File: src/rtl/turn_sequencer.sv
// turn_sequencer: per-turn game flow (flip -> check -> move/win or reveal -> next player).
// Optional build macro TURN_TIMEOUT_EN adds an idle-turn timeout in WAIT_FLIP.
module turn_sequencer #(
    parameter int unsigned REVEAL_CYCLES  = 50_000_000,
    parameter int unsigned TIMEOUT_CYCLES = 500_000_000
) (
    input  logic       clk,
    input  logic       rst,
    input  logic       start,
    input  logic [1:0] N,
    input  logic       flip,
    input  logic       go,
    input  logic       W,
    output logic       check_req,
    output logic       move_en,
    output logic       next_turn,
    output logic [1:0] T,
    output logic [3:0] combo,
    output logic       reveal,
    output logic       game_over,
    output logic [1:0] winner,
    output logic       busy
);
    localparam int unsigned RCW = (REVEAL_CYCLES > 1) ? $clog2(REVEAL_CYCLES) : 1;

    typedef enum logic [3:0] {
        S_IDLE,
        S_WAIT_FLIP,
        S_CHECK,
        S_EVAL,
        S_MOVE,
        S_WIN_EVAL,
        S_REVEAL,
        S_NEXT,
        S_OVER
    } state_t;

    state_t         r_state;
    state_t         w_state_nxt;
    logic [1:0]     r_T;
    logic [1:0]     w_T_nxt;
    logic [1:0]     r_nq;
    logic [1:0]     w_nq_nxt;
    logic [1:0]     r_winner;
    logic [1:0]     w_winner_nxt;
    logic [3:0]     r_combo;
    logic [3:0]     w_combo_nxt;
    logic [RCW-1:0] r_rcnt;
    logic [RCW-1:0] w_rcnt_nxt;
    logic           w_timeout;

`ifdef TURN_TIMEOUT_EN
    logic [28:0] r_tcnt;

    // Held at zero outside WAIT_FLIP, so it reads 0 on every entry.
    always_ff @(posedge clk) begin
        if (!rst || r_state != S_WAIT_FLIP) begin
            r_tcnt <= '0;
        end else begin
            r_tcnt <= r_tcnt + 29'd1;
        end
    end

    assign w_timeout = (r_state == S_WAIT_FLIP) && (r_tcnt == 29'(TIMEOUT_CYCLES - 1));
`else
    // Timeout not built; parameter kept so instantiations stay identical.
    logic w_unused_timeout;
    assign w_unused_timeout = ^TIMEOUT_CYCLES;
    assign w_timeout        = 1'b0;
`endif

    always_ff @(posedge clk) begin
        if (!rst) begin
            r_state  <= S_IDLE;
            r_T      <= '0;
            r_nq     <= 2'd1;
            r_winner <= '0;
            r_combo  <= '0;
            r_rcnt   <= '0;
        end else begin
            r_state  <= w_state_nxt;
            r_T      <= w_T_nxt;
            r_nq     <= w_nq_nxt;
            r_winner <= w_winner_nxt;
            r_combo  <= w_combo_nxt;
            r_rcnt   <= w_rcnt_nxt;
        end
    end

    always_comb begin
        w_state_nxt  = r_state;
        w_T_nxt      = r_T;
        w_nq_nxt     = r_nq;
        w_winner_nxt = r_winner;
        w_combo_nxt  = r_combo;
        w_rcnt_nxt   = r_rcnt;
        check_req    = 1'b0;
        move_en      = 1'b0;
        next_turn    = 1'b0;
        reveal       = 1'b0;
        game_over    = 1'b0;
        busy         = 1'b1;

        unique case (r_state)
            S_IDLE, S_OVER: begin
                busy      = 1'b0;
                game_over = (r_state == S_OVER);
                if (start) begin
                    w_state_nxt  = S_WAIT_FLIP;
                    w_nq_nxt     = (N == 2'd0) ? 2'd1 : N;
                    w_T_nxt      = '0;
                    w_combo_nxt  = '0;
                    w_winner_nxt = '0;
                end
            end
            S_WAIT_FLIP: begin
                if (flip) begin
                    w_state_nxt = S_CHECK;
                end else if (w_timeout) begin
                    w_state_nxt = S_NEXT;
                end
            end
            S_CHECK: begin
                check_req   = 1'b1;
                w_state_nxt = S_EVAL;
            end
            S_EVAL: begin
                if (go) begin
                    w_state_nxt = S_MOVE;
                end else begin
                    w_state_nxt = S_REVEAL;
                    w_rcnt_nxt  = RCW'(REVEAL_CYCLES - 1);
                end
            end
            S_MOVE: begin
                move_en     = 1'b1;
                w_state_nxt = S_WIN_EVAL;
            end
            S_WIN_EVAL: begin
                if (W) begin
                    w_state_nxt  = S_OVER;
                    w_winner_nxt = r_T;
                end else begin
                    w_state_nxt = S_WAIT_FLIP;
                    w_combo_nxt = (r_combo == 4'hF) ? r_combo : r_combo + 4'd1;
                end
            end
            S_REVEAL: begin
                reveal = 1'b1;
                if (r_rcnt == '0) begin
                    w_state_nxt = S_NEXT;
                end else begin
                    w_rcnt_nxt = r_rcnt - 1'b1;
                end
            end
            S_NEXT: begin
                next_turn   = 1'b1;
                w_combo_nxt = '0;
                w_T_nxt     = (r_T == r_nq) ? 2'd0 : r_T + 2'd1;
                w_state_nxt = S_WAIT_FLIP;
            end
            default: begin
                busy        = 1'b0;
                w_state_nxt = S_IDLE;
            end
        endcase
    end

    assign T      = r_T;
    assign combo  = r_combo;
    assign winner = r_winner;
endmodule

File: config.mk
export PLATFORM = sky130hd
export DESIGN_NAME = turn_sequencer
export DESIGN_NICKNAME = d
export VERILOG_FILES = /design/src/rtl/turn_sequencer.sv
export SDC_FILE = /design/constraint.sdc
export NUM_CORES = 1
export LEC_CHECK = 0
export BUFFER_PORTS_ARGS = -buffer_cell sky130_fd_sc_hd__buf_4
export CAP_MARGIN = 20
export CORE_AREA = 2 2 70 72
export CTS_CLUSTER_SIZE = 12
export DETAILED_ROUTE_END_ITERATION = 16
export DIE_AREA = 0 0 72 74
export GPL_ROUTABILITY_DRIVEN = 0
export PLACE_DENSITY = 0.77
export SLEW_MARGIN = 30
export SYNTH_ARGS = -nofsm -noshare
export SYNTH_HDL_FRONTEND = slang
export SYNTH_SLANG_ARGS = --single-unit
export TNS_END_PERCENT = 50
File: constraint.sdc
create_clock -name clk -period 2.22 [get_ports clk]
set_input_delay 0.111 -clock clk [delete_from_list [all_inputs] [get_ports clk]]
set_output_delay 0.111 -clock clk [all_outputs]
set_load 0.1 [all_outputs]
==> impl_summary.md, run 1 <==
Final layout
In the final design database the tool counted 303 nets. In the final layout, the multi-input gates occupy around 1300 sq um. The final non-filler cell total is 347. The fraction of layout cells with a size suffix above 1 is between 20% and 30%.

The total of fill cells in the finished design is 415. The growth of design area from synthesis to finish is 21.0%. The number of antenna diodes in the final layout is 0.

The flip-flop and latch area is 803 sq um.

Setup path
The most critical setup path has its startpoint at r_rcnt[0]. For this run, the slowest stage of the critical path takes 0.48 ns. The signal on the critical path passes through inv_2 > ha_4 > or4b_4 > nor3b_4 > a31oi_2 > buf_6 > a211o_1 > and3_1.

The depth of the critical timing path with buffers and inverters included is 8. The critical path class is reg -> reg. STA classifies the critical path startpoint as a flop. The capturing instance or port of the critical path is r_rcnt[20].

The kind of cell with the highest combined delay along the critical path is simple AND/OR/NAND/NOR gates. The start of the worst register-to-register path is r_rcnt[0]. At the worst endpoint, the required time is 2.41 ns. The number of cells on the worst reg-to-reg path is 8. The type of destination of the critical path is a flop. Across all register-to-register paths, the minimum setup slack is 0.02 ns. At the worst endpoint, the arrival time is between 2 and 2.5 ns. The capture point of the worst reg-to-reg path is r_rcnt[20]. The maximum fanout along the worst path is 8.

Counting both buffers and inverters, the worst setup path holds a total of 2. For this design, the slowest cell found on the critical path is sky130_fd_sc_hd__or4b_4.

Yosys
After synthesis, flip-flops and latches occupy a little over a third of the total area. For this run, the number of Yosys warnings is 0. The most used flip-flop cell after synthesis is sky130_fd_sc_hd__dfxtp_1.

The fraction of synthesis flops using an asynchronous set or reset pin is 0%. The cell area after technology mapping is roughly 2200 sq um. In the synthesized netlist, the cells that appear most often are 40 x sky130_fd_sc_hd__dfxtp_1, 19 x sky130_fd_sc_hd__a21oi_1, 18 x sky130_fd_sc_hd__nor2_1, 13 x sky130_fd_sc_hd__nor3_1, 10 x sky130_fd_sc_hd__o31ai_1. The fraction of the mapped netlist area in compound gates is 20.7%. The xor/xnor cell area share of the yosys netlist is 3.58%. After synthesis, the largest family of logic cells by area is simple AND/OR/NAND/NOR gates.

After Yosys synthesis, and, or, nand and nor cells account for 31.7% of the synthesized area. By area the synthesized netlist is led by sky130_fd_sc_hd__dfxtp_1 36%, sky130_fd_sc_hd__a21oi_1 4.3%, sky130_fd_sc_hd__o31ai_1 3.4%. The mean instance size in the synthesized netlist is between 8 and 9 sq um.

Summed over all instances, the cell type with the most area after synthesis is sky130_fd_sc_hd__dfxtp_1. The register bit total from synthesis is 40. The share of synthesized area spent on multiplexers is 1.82%. After synthesis, the largest area contributor takes up a little over a third of total cell area. The number of enable-type register cells in the synthesized netlist is 0. The synthesized netlist cell count is approximately 250. The adder-cell area share of the yosys netlist is between 1 and 1.5%. The synthesized netlist net count is 264. The most frequent cell after synthesis is sky130_fd_sc_hd__dfxtp_1. The number of different library cells in the post-synthesis netlist is between 50 and 60.

Route
In the final routed layout, each cell accounts on average for 14.9 um. The detailed router finished its first iteration with 190 violations. The routed wire length is just over 5000 um.

Dividing the detail-routed via count by the number of cells gives ~6.2. The number of remaining DRC errors is 0. The number of iterations in the first detailed-routing pass is 4. The antenna violation net count after detailed routing is 0.

The via total after detailed routing is between 2,000 and 2,500.

Clock tree
The buffer cell driving the clock tree root is sky130_fd_sc_hd__clkbuf_8. TritonCTS built the clock tree. Hold repair after CTS inserted 0 buffers. The number of buffers created by CTS is 5. The count of H-tree levels built during CTS is 2. The tree built by TritonCTS fans out to 40 sinks. Counting along the longest clock path gives a buffer depth of 2. The clock reaches the later pin of the worst-skew pair after roughly 0.29 ns. The clock-pin slew on the worst setup and hold paths is 0.08 ns.

Timing
The final-report max-slew violation count is 0. The smallest clock period supported by the final layout is computed as 2.20 ns. At the pin with the least slew margin, the transition time is 0.608 ns.

Between clock sinks in the finished design, the worst skew comes to approximately 0.0066 ns. The share of the clock period used by the worst path is 99.2%. Static timing analysis puts the maximum clock frequency at ~450 MHz. Setup repair after global routing could not meet its margin everywhere. Adding up every negative setup slack in the final design gives 0 ns.

The count of final hold-check violations is 0. The total setup violations reported at the end of the flow is 0. The tightest slew margin relative to the limit is 59.2%.

Global route
The first-pass GRT wire length is ~8900 um. The total congestion overflow after global routing is 0. The via count of the first global-routing pass is 1,931. The number of antenna violations at the first check in global routing is 0. The combined global-route utilization of all metal layers is between 20% and 30%. Entering global routing, the biggest net connects 16 pins.

Place
In this run, placement finished with an instance count of between 300 and 400. The wire-length estimate of the detail-placed layout is approximately 3700 um. Port buffering added 21 buffers.

Die
The die width is between 70 and 80 um. 22 I/O pins were placed. The placeable core region is 4600 sq um. The floorplan step defined a die boundary enclosing between 5000 and 6000 sq um. Once the floorplan was initialized, standard cells occupied between 40% and 50% of the core. The floorplan step set the die height to 74 um. After floorplanning, the core was divided into 25 placement rows.

Hold path
The class of the worst hold path is in -> reg.

Pwr
The cell leakage power is roughly 0.0010 uW. The worst voltage drop across the vdd grid is around 0.4 mV. The power per unit of standard cell area is 593 nW/um^2.

Job
Max-cap violations in this run came to 0.

Run status
The flow ran to the end, and the final reports show no timing, DRC or antenna violations.
==> cells in the final DEF (no fill, tap or decap), drive strengths merged, types with 3 or more instances in the layout <==
cell and instances:
a211oi 7, a21oi 19, a311oi 4, a31oi 7, and2 4, and3 5
and4 3, buf 45, clkbuf 6, dfxtp 40, inv 7, mux2i 4
nand2 7, nand2b 5, nand3 8, nand4 7, nor2 18, nor3 13
nor3b 5, nor4 8, o21ai 8, o31ai 10, o41ai 3, or3 4
or4 8, or4b 3, xnor2 4, xor2 5
==> cells by family after synthesis <==
family / Yosys count
XOR/XNOR: 9
AO/OA/AOI/OAI: 67
AND/OR/NAND/NOR: 111
flip-flops: 40
buffers and inverters: 21
multiplexers: 4
adder cells (fa/ha/maj): 2
==> stage by stage <==
step / total power [uW] / hold WS, ns / setup WS, ns / utilization, % / instance area [sq um]
2_1_floorplan: 1030 / 0.187 / -0.273 / - / 2220
3_3_place_gp: 1130 / 0.371 / 0.102 / 55.2 / 2540
3_5_place_dp: 1130 / 0.379 / 0.0626 / 55.2 / 2540
4_1_cts: 1590 / 0.0689 / 0.0546 / 56.9 / 2620
5_1_grt: 1660 / 0.0944 / -0.0833 / 58.0 / 2670
6_report: 1580 / 0.0771 / 0.0185 / 58.0 / 2670
==> final cells by class <==
type	instances	share of cell area, %
multi-input cells	193	50.5
clock inverters	1	0.188
inverters	8	1.27
well taps	54	2.53
flip-flops and latches	40	30.1
repair buffers	45	12.7
clock buffers	6	2.72
==> registers in the layout (all words and copies together), names as in the netlist <==
name and cells:
r_rcnt 26, r_state 4, r_nq 2, T 2
combo 4, winner 2
==> worst min-delay path by stage <==
| stage | startpoint | endpoint | slack, ns | cells past startpoint |
|---|---|---|---|---|
| 6_report | W | r_state[3] | 0.08 | 3 |
| 5_1_grt | W | r_state[3] | 0.09 | 3 |
| 4_1_cts | rst | r_nq[0] | 0.07 | 2 |
| 3_5_place_dp | rst | r_nq[0] | 0.38 | 2 |
| 3_3_place_gp | rst | r_nq[0] | 0.37 | 2 |
| 2_1_floorplan | rst | r_nq[0] | 0.19 | 1 |
==> tightest hold or removal path: cells and delay by family <==
kind,cells,cell delay [ns]
AND/OR/NAND/NOR,1,0.08
AO/OA/AOI/OAI,1,0.05
buffers and inverters,1,0.09
==> what timing repair did <==
item,in CTS,in global routing
setup endpoints to repair,0,11
buffers inserted,0,1
gates resized for setup,0,12
==> power breakdown <==
part / switching [uW] / total [uW] / internal (uW)
Clock: 247 / 461 / 214
Combinational: 238 / 367 / 129
Sequential: 18.9 / 755 / 736
==> layer usage <==
layer	part of all wire [%]	up-vias	GRT usage, %
met5	0	-	0
met4	1.2	0	6.50
met3	5.5	7	4.47
met2	47	62	34.4
met1	47	1010	27.7
li1	-	1063	-
(Power assumes the default switching activity.)
==> run 2: changes to the inputs <==
- CELL_PAD_IN_SITES_DETAIL_PLACEMENT: unset -> 2
- CELL_PAD_IN_SITES_GLOBAL_PLACEMENT: unset -> 2
- CORE_AREA: 2 2 70 72 -> 10 10 95 97
- DIE_AREA: 0 0 72 74 -> 0 0 105 107
- PLACE_DENSITY: 0.77 -> 0.79
- SLEW_MARGIN: 30 -> unset
==> run 2 against run 1 <==
  * Register-to-register slack improved by 0.03 ns
  * Sequential power increased by 0.9%
  * Non-clock buffer count increased by 6
  * Routed wire length increased by 44%
  * Count of clock-buffer cells in the layout unchanged
  * Critical path type unchanged
  * Sequential share of layout area decreased by 2.2 points
  * Design area increased by 7.9%
  * Combinational power increased by 9.8%
  * Clock power increased by 41%
==> impl_summary.md, run 2 (synthesis gave the netlist of run 1 again) <==
Run status
Status: completed (unchanged).

Global route
The first-pass GRT wire length is 12,300 um (was 8890 um). The largest net degree at the start of global routing came to 16 (unchanged). The number of antenna violations at the first check in global routing was 0 (unchanged). The combined global-route utilization of all metal layers is 13.2% (was 20.9%).

The total congestion overflow after global routing came to 0 (unchanged). The via count of the first global-routing pass was 2,439 (was 1,931).

Timing
The share of the clock period used by the worst path is 97.7% (was 99.2%). The tightest slew margin relative to the limit was 57.3% (was 59.2%). The final-report max-slew violation count was 0 (unchanged).

Unrepaired setup endpoints after global routing: true (unchanged). The transition time of the tightest slew-check pin is 0.635 ns (was 0.608 ns). The setup clock skew after layout is 0.0118 ns (was 0.00662 ns). The final critical-path required period is 2.17 ns (was 2.20 ns).

The final setup TNS is 0 ns (unchanged). The total setup violations reported at the end of the flow was 0 (unchanged). The maximum clock frequency is 461 MHz (was 454 MHz). The count of final hold-check violations was 0 (unchanged).

Setup path
The maximum single-stage delay on the critical path is 0.47 ns (was 0.48 ns). The cell with the largest stage delay on the worst path is sky130_fd_sc_hd__or4b_4 (unchanged). The cell type group with the largest total delay on the critical path is simple AND/OR/NAND/NOR gates (unchanged).

The worst path arrival time is 2.36 ns (was 2.39 ns). The critical path class is reg -> reg (unchanged). The worst endpoint required time is 2.41 ns (about the same). The maximum fanout along the worst path is 10 (was 8).

The type of destination of the critical path is a flop (unchanged). The worst path buffer plus inverter count is 2 (unchanged). The type of origin of the critical path is a flop (unchanged).

Critical path, cell by cell: inv_2 > ha_4 > or4b_4 > nor3b_4 > a31oi_1 > buf_4 > a311oi_1 > nor3_1 (was inv_2 > ha_4 > or4b_4 > nor3b_4 > a31oi_2 > buf_6 > a211o_1 > and3_1).

Pwr
The power share of the clock group is 35.9% (was 29.1%). The power per unit of standard cell area is 631 nW/um^2 (was 593 nW/um^2). The worst voltage drop across the vdd grid came to 0.309 mV (was 0.409 mV). The part of the power in registers is 41.9% (was 47.7%). The share of total power in combinational logic was 22.2% (was 23.2%). The share of total power consumed by net switching is 31.3% (was 31.8%). The total net switching power is 569 uW (was 504 uW). The internal portion of total power was 1250 uW (was 1080 uW). The cell leakage power is 0.00111 uW (was 0.00105 uW).

Final layout
The antenna diode instance count came to 0 (unchanged). The total of fill cells in the finished design was 834 (was 415). The number of flip-flops in the largest register is 26 (unchanged). The growth of design area from synthesis to finish came to 30.5% (was 21.0%). The largest register by flop count was r_rcnt (unchanged). The fraction of layout cells with a size suffix above 1 is 30.2% (was 25.3%).

Leading cell types in the layout, fill and taps excluded: 50 x sky130_fd_sc_hd__buf_4, 39 x sky130_fd_sc_hd__dfxtp_1, 18 x sky130_fd_sc_hd__nor2_1 (was 43 x sky130_fd_sc_hd__buf_4, 38 x sky130_fd_sc_hd__dfxtp_1, 19 x sky130_fd_sc_hd__a21oi_1). The utilization of the core after routing is 40.3% (was 58.0%). The total number of nets in the final design came to 310 (was 303). The most frequent standard cell in the layout excluding fill and tap cells is sky130_fd_sc_hd__buf_4 (unchanged).

Die
The top-level port count is 22 (unchanged). The effective utilization at floorplan was 30.9% (was 47.9%). The die width is 105 um (was 72 um).

The die extent in y was 107 um (was 74 um). The overall die area is 11,200 sq um (was 5330 sq um). The placeable core region is 7140 sq um (was 4600 sq um).

The number of core rows is 31 (was 25).

Route
The number of iterations in the first detailed-routing pass is 4 (unchanged). The DRC violation total after the first TritonRoute iteration is 94 (was 190). The antenna violation net count after detailed routing is 0 (unchanged). The highest metal layer used by the detailed router was met4 (unchanged). The wire length on met3 is 177 um (was 285 um). The number of remaining DRC errors was 0 (unchanged).

The wire length per cell after detailed routing came to 18.7 um (was 14.9 um). The routed wire length is 7490 um (was 5180 um). The length of routed met2 wiring is 3780 um (was 2410 um). The routed via count divided by cell count was 5.59 (was 6.17). The via total after detailed routing came to 2,235 (was 2,142). The sum of routed wire segments on met1 is 3420 um (was 2420 um).

Clock tree
The count of H-tree levels built during CTS is 2 (unchanged). The cts-stage hold buffer count is 0 (unchanged). The number of buffers created by CTS is 5 (unchanged). The clock-pin slew on the worst setup and hold paths is 0.09 ns (was 0.08 ns). The insertion delay to the later sink of the worst-skew pair is 0.30 ns (was 0.29 ns). The clock tree from TritonCTS is done (unchanged).

The buffer cell driving the clock tree root is sky130_fd_sc_hd__clkbuf_8 (unchanged). The clock sink count is 40 (unchanged). The buffer depth of the longest clock path is 2 (unchanged).

Place
The half-perimeter wire length after detailed placement was 5350 um (was 3690 um). The number of port buffers came to 21 (unchanged).

Job
The number of max-cap violations is 0 (unchanged).

Hold path
The class of the worst hold path is in -> reg (unchanged).
## run 2: final timing paths
check	to	slack [ns]	start	cells past startpoint
min reg2reg	r_nq[1]	0.49	r_nq[1]	2
max reg2reg	r_rcnt[4]	0.05	r_rcnt[1]	8
max	r_rcnt[4]	0.05	r_rcnt[1]	8
min	r_nq[0]	0.06	rst	2
## run 2: per-layer routing
layer	vias to the layer above	GRT usage, %
met2	39	23.2
met1	1103	16.0
met3	12	2.40
met5	-	0
met4	0	3.82
li1	1081	-
## run 2: what timing repair did
item                                    CTS  global route
endpoints found under the setup margin    2            21
gates resized for setup                   2            17
gates cloned                              0             1
pin swaps                                 0             2
setup buffers                             0             1
## run 2: worst register-to-register path, delay by kind of cell (launching register included)
kind / cells / cell delay, ns
AND/OR/NAND/NOR: 3 / 0.77
AO/OA/AOI/OAI: 2 / 0.53
buffers and inverters: 2 / 0.30
adder cells (fa/ha/maj): 1 / 0.12
flip-flops: 1 / 0.34
## run 2: power by group through the flow
stage	sequential (uW)	combinational (uW)	clock, uW
global placement	776	368	0
global route	767	437	693
detailed placement	777	380	0
floorplan	789	246	0
CTS	761	384	665
finish	762	403	652
## run 2: area by class of cell
| class | count | area [sq um] | share of cell area, % |
|---|---|---|---|
| inverters | 8 | 33.8 | 1.17 |
| clock buffers | 6 | 82.6 | 2.87 |
| well taps | 99 | 124 | 4.30 |
| repair buffers | 51 | 387 | 13.4 |
| flip-flops and latches | 40 | 802 | 27.9 |
| clock inverters | 2 | 38.8 | 1.35 |
| multi-input cells | 194 | 1410 | 49.0 |
## run 2: through the flow
step / hold WS, ns / instances / total power (uW) / area, sq um / setup slack (ns)
4_1_cts: 0.0525 / 398 / 1810 / 2780 / 0.00491
3_5_place_dp: 0.374 / 390 / 1160 / 2650 / -0.00830
3_3_place_gp: 0.366 / 390 / 1140 / 2650 / 0.138
6_report: 0.0589 / 400 / 1820 / 2880 / 0.0500
5_1_grt: 0.0692 / 400 / 1900 / 2880 / -0.0600
2_1_floorplan: 0.187 / 254 / 1030 / 2220 / -0.273
